File: config.mk
export PLATFORM = sky130hd
export DESIGN_NAME = fir_out_stage
export DESIGN_NICKNAME = d
export VERILOG_FILES = /design/src/rtl/fir_out_stage.sv
export SDC_FILE = /design/constraint.sdc
export NUM_CORES = 1
export LEC_CHECK = 0
export BUFFER_PORTS_ARGS = -buffer_cell sky130_fd_sc_hd__buf_2
export CAP_MARGIN = 20
export CORE_MARGIN = 10
export CORE_UTILIZATION = 25
export CTS_CLUSTER_DIAMETER = 100
export CTS_CLUSTER_SIZE = 16
export DETAILED_ROUTE_END_ITERATION = 8
export GPL_TIMING_DRIVEN = 1
export PLACE_DENSITY = 0.43
export SYNTH_ARGS = -nofsm -noshare
export SYNTH_HDL_FRONTEND = slang
export SYNTH_SLANG_ARGS = --single-unit
File: constraint.sdc
create_clock -name i_clk -period 2.45 [get_ports i_clk]
set_input_delay 0.49 -clock i_clk [delete_from_list [all_inputs] [get_ports i_clk]]
set_output_delay 0.49 -clock i_clk [all_outputs]
set_load 0.02 [all_outputs]
File: src/rtl/fir_out_stage.sv
// FIR chain output stage: skips warm-up samples, rounds/saturates to OUT_WIDTH, tags, and buffers in a show-ahead FIFO.
// Latency 1 clk i_en->o_valid; on full FIFO with no pop the sample is dropped. Optional FIR_OUT_STATS_EN adds sat/drop counters.
module fir_out_stage #(
  parameter int DATA_WIDTH = 24,
  parameter int OUT_WIDTH  = 16,
  parameter int NUM_TAPS   = 8,
  parameter int FIFO_DEPTH = 4
) (
  input  logic                          i_clk,
  input  logic                          i_rst_n,
  input  logic                          i_en,
  input  logic [DATA_WIDTH-1:0]         iv_sum,
  input  logic [NUM_TAPS-1:0]           iv_prod_ovf,
  input  logic [NUM_TAPS-1:0]           iv_sum_ovf,
  input  logic                          i_clr_ovf,
  input  logic                          i_ready,
  output logic                          o_valid,
  output logic [OUT_WIDTH-1:0]          ov_dout,
  output logic                          o_sat,
  output logic                          o_full,
  output logic [$clog2(FIFO_DEPTH):0]   ov_count,
  output logic                          o_fifo_ovf
`ifdef FIR_OUT_STATS_EN
  ,
  output logic [15:0]                   ov_sat_cnt,
  output logic [15:0]                   ov_drop_cnt
`endif
);

  localparam int SHIFT = DATA_WIDTH - OUT_WIDTH;
  localparam int AW    = $clog2(FIFO_DEPTH);
  localparam int CW    = AW + 1;
  localparam int WCW   = (NUM_TAPS > 2) ? $clog2(NUM_TAPS) : 1;

  localparam logic [DATA_WIDTH:0] HALF      = {{DATA_WIDTH{1'b0}}, 1'b1} << (SHIFT - 1);
  localparam logic [WCW-1:0]      WARM_LAST = WCW'(NUM_TAPS - 2);
  localparam logic [CW-1:0]       DEPTH_C   = CW'(FIFO_DEPTH);

  typedef enum logic {FILL, RUN} state_e;

  state_e               state_q;
  logic [WCW-1:0]       warm_q;
  logic [OUT_WIDTH:0]   mem_q [FIFO_DEPTH];
  logic [AW-1:0]        wr_ptr_q, rd_ptr_q;
  logic [CW-1:0]        count_q, count_d;
  logic                 ovf_q;

  logic [DATA_WIDTH:0]  rnd;
  logic [OUT_WIDTH:0]   qv;
  logic [OUT_WIDTH-1:0] sample;
  logic                 sat_hit, tag;
  logic                 push, pop, wr_en, drop;

  // Round half up, then clamp: the top two bits of q disagree exactly when it exceeds OUT_WIDTH range.
  always_comb begin
    rnd     = {iv_sum[DATA_WIDTH-1], iv_sum} + HALF;
    qv      = rnd[DATA_WIDTH:SHIFT];
    sat_hit = qv[OUT_WIDTH] ^ qv[OUT_WIDTH-1];
    sample  = qv[OUT_WIDTH-1:0];
    if (sat_hit) begin
      sample = qv[OUT_WIDTH] ? {1'b1, {(OUT_WIDTH-1){1'b0}}} : {1'b0, {(OUT_WIDTH-1){1'b1}}};
    end
    tag = sat_hit | (|iv_prod_ovf) | (|iv_sum_ovf);
  end

  assign o_valid    = (count_q != '0);
  assign o_full     = (count_q == DEPTH_C);
  assign ov_count   = count_q;
  assign o_fifo_ovf = ovf_q;
  assign ov_dout    = mem_q[rd_ptr_q][OUT_WIDTH-1:0];
  assign o_sat      = mem_q[rd_ptr_q][OUT_WIDTH];

  assign push  = (state_q == RUN) && i_en;
  assign pop   = o_valid && i_ready;
  assign wr_en = push && (!o_full || pop);
  assign drop  = push && o_full && !pop;

  always_comb begin
    count_d = count_q;
    case ({wr_en, pop})
      2'b10:   count_d = count_q + CW'(1);
      2'b01:   count_d = count_q - CW'(1);
      default: count_d = count_q;
    endcase
  end

  always_ff @(posedge i_clk) begin
    if (!i_rst_n) begin
      state_q <= FILL;
      warm_q  <= '0;
    end else if (state_q == FILL && i_en) begin
      warm_q <= warm_q + WCW'(1);
      if (warm_q == WARM_LAST) begin
        state_q <= RUN;
      end
    end
  end

  always_ff @(posedge i_clk) begin
    if (!i_rst_n) begin
      wr_ptr_q <= '0;
      rd_ptr_q <= '0;
      count_q  <= '0;
      ovf_q    <= 1'b0;
      for (int i = 0; i < FIFO_DEPTH; i++) begin
        mem_q[i] <= '0;
      end
    end else begin
      if (wr_en) begin
        mem_q[wr_ptr_q] <= {tag, sample};
        wr_ptr_q        <= wr_ptr_q + AW'(1);
      end
      if (pop) begin
        rd_ptr_q <= rd_ptr_q + AW'(1);
      end
      count_q <= count_d;
      // A drop in the same cycle as a clear must stay visible.
      if (drop) begin
        ovf_q <= 1'b1;
      end else if (i_clr_ovf) begin
        ovf_q <= 1'b0;
      end
    end
  end

`ifdef FIR_OUT_STATS_EN
  logic [15:0] sat_cnt_q, drop_cnt_q;

  assign ov_sat_cnt  = sat_cnt_q;
  assign ov_drop_cnt = drop_cnt_q;

  always_ff @(posedge i_clk) begin
    if (!i_rst_n) begin
      sat_cnt_q  <= '0;
      drop_cnt_q <= '0;
    end else begin
      if (wr_en && tag) begin
        if (sat_cnt_q != 16'hFFFF) sat_cnt_q <= sat_cnt_q + 16'd1;
      end else if (i_clr_ovf) begin
        sat_cnt_q <= '0;
      end
      if (drop) begin
        if (drop_cnt_q != 16'hFFFF) drop_cnt_q <= drop_cnt_q + 16'd1;
      end else if (i_clr_ovf) begin
        drop_cnt_q <= '0;
      end
    end
  end
`endif

endmodule

==> qor.csv <==
stage;metric;value;unit
job;count of maximum capacitance violations;0;
synth;FFs w/ async S/R, synth;0;
floorplan;die width;145;um
synth;post-synthesis instance total;314;
detailed_routing;number of remaining DRC errors;0;
setup_path;critical path endpoint category;flop;
sta;total negative setup slack;0;ps
cells_and_area;antenna diode instance count;0;
floorplan;core area;0.0153;sq mm
setup_path;data required time at the worst endpoint;2720;ps
clock_network;level count of the clock H-tree;3;
cells_and_area;total area of sequential cells;0.00232;sq mm
worst_hold_path;classification of the worst-slack hold path;primary input to flop;
setup_path;critical path data arrival time;2580;ps
detailed_routing;final WL;10.1;mm
clock_network;clk sink count;82;
clock_network;Clock transition at path regs;60;ps
floorplan;number of top-level pins;68;
sta;Period minus WS final;2310;ps
global_routing;antenna violations before repair;0;
synth;Synth Flop Type;sky130_fd_sc_hd__edfxtp_1;
floorplan;row count;45;
setup_path;number of buffers and inverters on the critical path;2;
floorplan;die area;0.0210;sq mm
synth;ranking of synthesized cells by area;sky130_fd_sc_hd__edfxtp_1, sky130_fd_sc_hd__mux4_2, sky130_fd_sc_hd__nor2_1;
clock_network;Max Buffers Root-to-Sink;2;
worst_hold_path;Hold Path End;o_fifo_ovf;
sta;Clock Skews;3.75;ps
global_routing;Total Routing Usage GR;0.104;
sta;worst hold slack across all endpoints;418;ps
sta;final hold vios;0;
synth;Post-Syn Area;0.00390;sq mm
cells_and_area;relative area change from synthesis to final layout;34.1;%
cells_and_area;fraction of layout cells with a size suffix above 1;0.371;
detailed_routing;Antenna Violating Nets Remaining;0;
sta;setup repair after global routing missed its margin;no;
setup_path;depth of the worst register-to-register path;9;
setup_path;worst-path fanout max;2;
placed_design;GPL Wtd Cong;0.800;
synth;share of the synthesized area in the top cell type;0.524;
sta;worst slew pin tran;341;ps
sta;fin worst setup slack;138;ps
setup_path;path type of the worst setup path;flop to flop;
sta;final critical-path share of the clock period;0.944;
cells_and_area;commonest non-fill, non-tap cell in the layout;sky130_fd_sc_hd__nor2_1;
placed_design;Placement Setup Slack;-188;ps
clock_network;worst skew pair latency;340;ps
sta;tightest slew margin relative to the limit;0.772;
status;outcome;completed;
global_routing;GRT Residual Overflow;0;
synth;number of distinct library cells after synthesis;38;
clock_network;number of clock buffers inserted by TritonCTS;9;
setup_path;Slowest cell on crit path;sky130_fd_sc_hd__or4b_4;
power;peak supply drop;327;uV
power;power density relative to cell area;622;mW/mm^2
cells_and_area;most frequent cells in the layout;sky130_fd_sc_hd__nor2_1, sky130_fd_sc_hd__edfxtp_1, sky130_fd_sc_hd__buf_2, sky130_fd_sc_hd__buf_4, sky130_fd_sc_hd__mux4_2;
detailed_routing;number of iterations in the first detailed-routing pass;4;
detailed_routing;Starting DRT DRC Count;147;
cells_and_area;area of the multi-input gates;0.00153;sq mm
setup_path;gate family responsible for the most delay along the worst path;simple AND/OR/NAND/NOR gates;
floorplan;initial core utilization;0.255;
global_routing;via count of the first global-routing pass;2959;
cells_and_area;fin area;0.00523;sq mm
setup_path;series of cell instances along the critical path;or4b_4 > and3_1 > inv_1 > ha_2 > inv_1 > fa_2 > xor2_1 > or3_1 > a21boi_1;
setup_path;largest stage delay on the critical path;540;ps
detailed_routing;WL/cell;15.7;um
global_routing;maximum number of pins on one net before global-route repair;19;
setup_path;register-to-register path setup slack;140;ps
synth;largest area contributor in the synthesized netlist;sky130_fd_sc_hd__edfxtp_1;
synth;Synth Register Bits;82;
global_routing;first-pass GRT wire length;16.2;mm
placed_design;Placed Area;0.00490;sq mm
setup_path;worst reg2reg startpoint;ov_count[0];
worst_hold_path;worst hold path depth;3;
cells_and_area;final net count;481;
clock_network;root buf cell;sky130_fd_sc_hd__clkbuf_16;
sta;count of endpoints failing setup in the final report;0;
setup_path;crit start category;flop;
worst_hold_path;Worst Min Path Start;i_clr_ovf;
synth;count of yosys warnings during synthesis;0;
detailed_routing;routed vias/inst;4.27;
synth;register area share after synthesis;0.596;
detailed_routing;via count;2751;
synth;Syn Area/Cell;12.4;sq um
synth;synthesized net count;366;
sta;max-slew violation total from the final report;0;
power;PnR Total Power;3250;uW
sta;maximum achievable frequency;432;MHz
setup_path;RR Endpoint;ov_count[2];
synth;number of flops mapped to enable cells by yosys;68;
power;LEAKAGE;0.00215;uW
placed_design;number of input and output port buffers inserted;60;
floorplan;Die Y;145;um
setup_path;cell occurring most often along the worst timing path;sky130_fd_sc_hd__inv_1;
cells_and_area;number of fill cells;1551;
clock_network;CTS tree;built;
placed_design;post-detailed-placement half-perimeter wirelength;7.43;mm
-- metrics by stage --
stage,std cells,util
2_1_floorplan,314,-
3_3_place_gp,628,0.321
3_5_place_dp,628,0.321
4_1_cts,644,0.342
5_1_grt,645,0.343
6_report,645,0.343
-- synth_stat cells (2+ instances only) --
cell / count
sky130_fd_sc_hd__nand3_1: 6
sky130_fd_sc_hd__and3_1: 5
sky130_fd_sc_hd__dfxtp_1: 14
sky130_fd_sc_hd__buf_2: 7
sky130_fd_sc_hd__nand2b_1: 4
sky130_fd_sc_hd__and2_1: 10
sky130_fd_sc_hd__mux4_2: 17
sky130_fd_sc_hd__edfxtp_1: 68
sky130_fd_sc_hd__clkbuf_1: 4
sky130_fd_sc_hd__a31oi_1: 2
sky130_fd_sc_hd__o21ai_0: 4
sky130_fd_sc_hd__nor2_1: 79
sky130_fd_sc_hd__nand2_1: 17
sky130_fd_sc_hd__nor2b_1: 2
sky130_fd_sc_hd__nor3_1: 8
sky130_fd_sc_hd__inv_1: 8
sky130_fd_sc_hd__nor4_1: 5
sky130_fd_sc_hd__ha_1: 6
sky130_fd_sc_hd__a21boi_0: 2
sky130_fd_sc_hd__nand4b_1: 3
sky130_fd_sc_hd__nand4_1: 4
sky130_fd_sc_hd__xnor2_1: 9
sky130_fd_sc_hd__xor2_1: 10
sky130_fd_sc_hd__or3_1: 3
sky130_fd_sc_hd__o21a_1: 4
-- registers in the layout, summed over array words and instances, names as in the netlist, named ones only --
name and count:
state_q 1, o_fifo_ovf 1, ov_count 3, mem_q 68
rd_ptr_q 2, wr_ptr_q 2, warm_q 3
-- kinds of logic (layout without fill, tap and decap cells) --
kind of cell,Yosys count,after routing,synth area share
compound gates,15,15,0.0292
xor+xnor,19,19,0.0427
fa+ha+maj,7,7,0.0244
buf+inv,20,140,0.0215
flops,82,82,0.596
mux,17,17,0.0982
simple gates,154,154,0.188
-- timing repair --
item	CTS	global route
gates resized for setup	0	3
endpoints found under the hold margin	0	0
hold buffers	0	0
setup endpoints to repair	0	18
buffers inserted	0	1
-- tightest hold or removal path, cell delays in order --
cell	delay, ps
sky130_fd_sc_hd__buf_2	70
sky130_fd_sc_hd__nand2b_1	80
sky130_fd_sc_hd__a21boi_0	70
-- power by group --
part	switching (uW)	internal, uW
sequential	11.8	1550
clock	535	885
combinational	153	121
total	700	2550
-- per-layer routing --
layer	track usage	routed length [um]	up-vias
met3	0.0209	346	11
met4	0.0479	172	0
met5	0	0	-
met1	0.123	4500	1329
li1	-	-	1362
met2	0.176	5090	49
-- worst max path at each step --
| stage | cells after the start | end | from | slack (ps) |
|---|---|---|---|---|
| after floorplan | 10 | ov_count[2] | i_ready | -50 |
| after global placement | 12 | mem_q[3][13] | iv_sum[7] | -150 |
| after detailed placement | 12 | mem_q[0][3] | iv_sum[7] | -190 |
| after CTS | 9 | ov_count[2] | ov_count[2] | 110 |
| after global routing | 12 | mem_q[2][16] | iv_sum[7] | 8 |
| final | 9 | ov_count[2] | ov_count[0] | 140 |
-- cell type report --
cell class	instances	area share
multi-input cells	212	0.292
repair buffers	116	0.147
inverters	8	0.00574
flip-flops and latches	82	0.444
well taps	211	0.0505
clock buffers	10	0.0438
clock inverters	6	0.0156
Note: power is estimated with default switching activity, not from simulation.
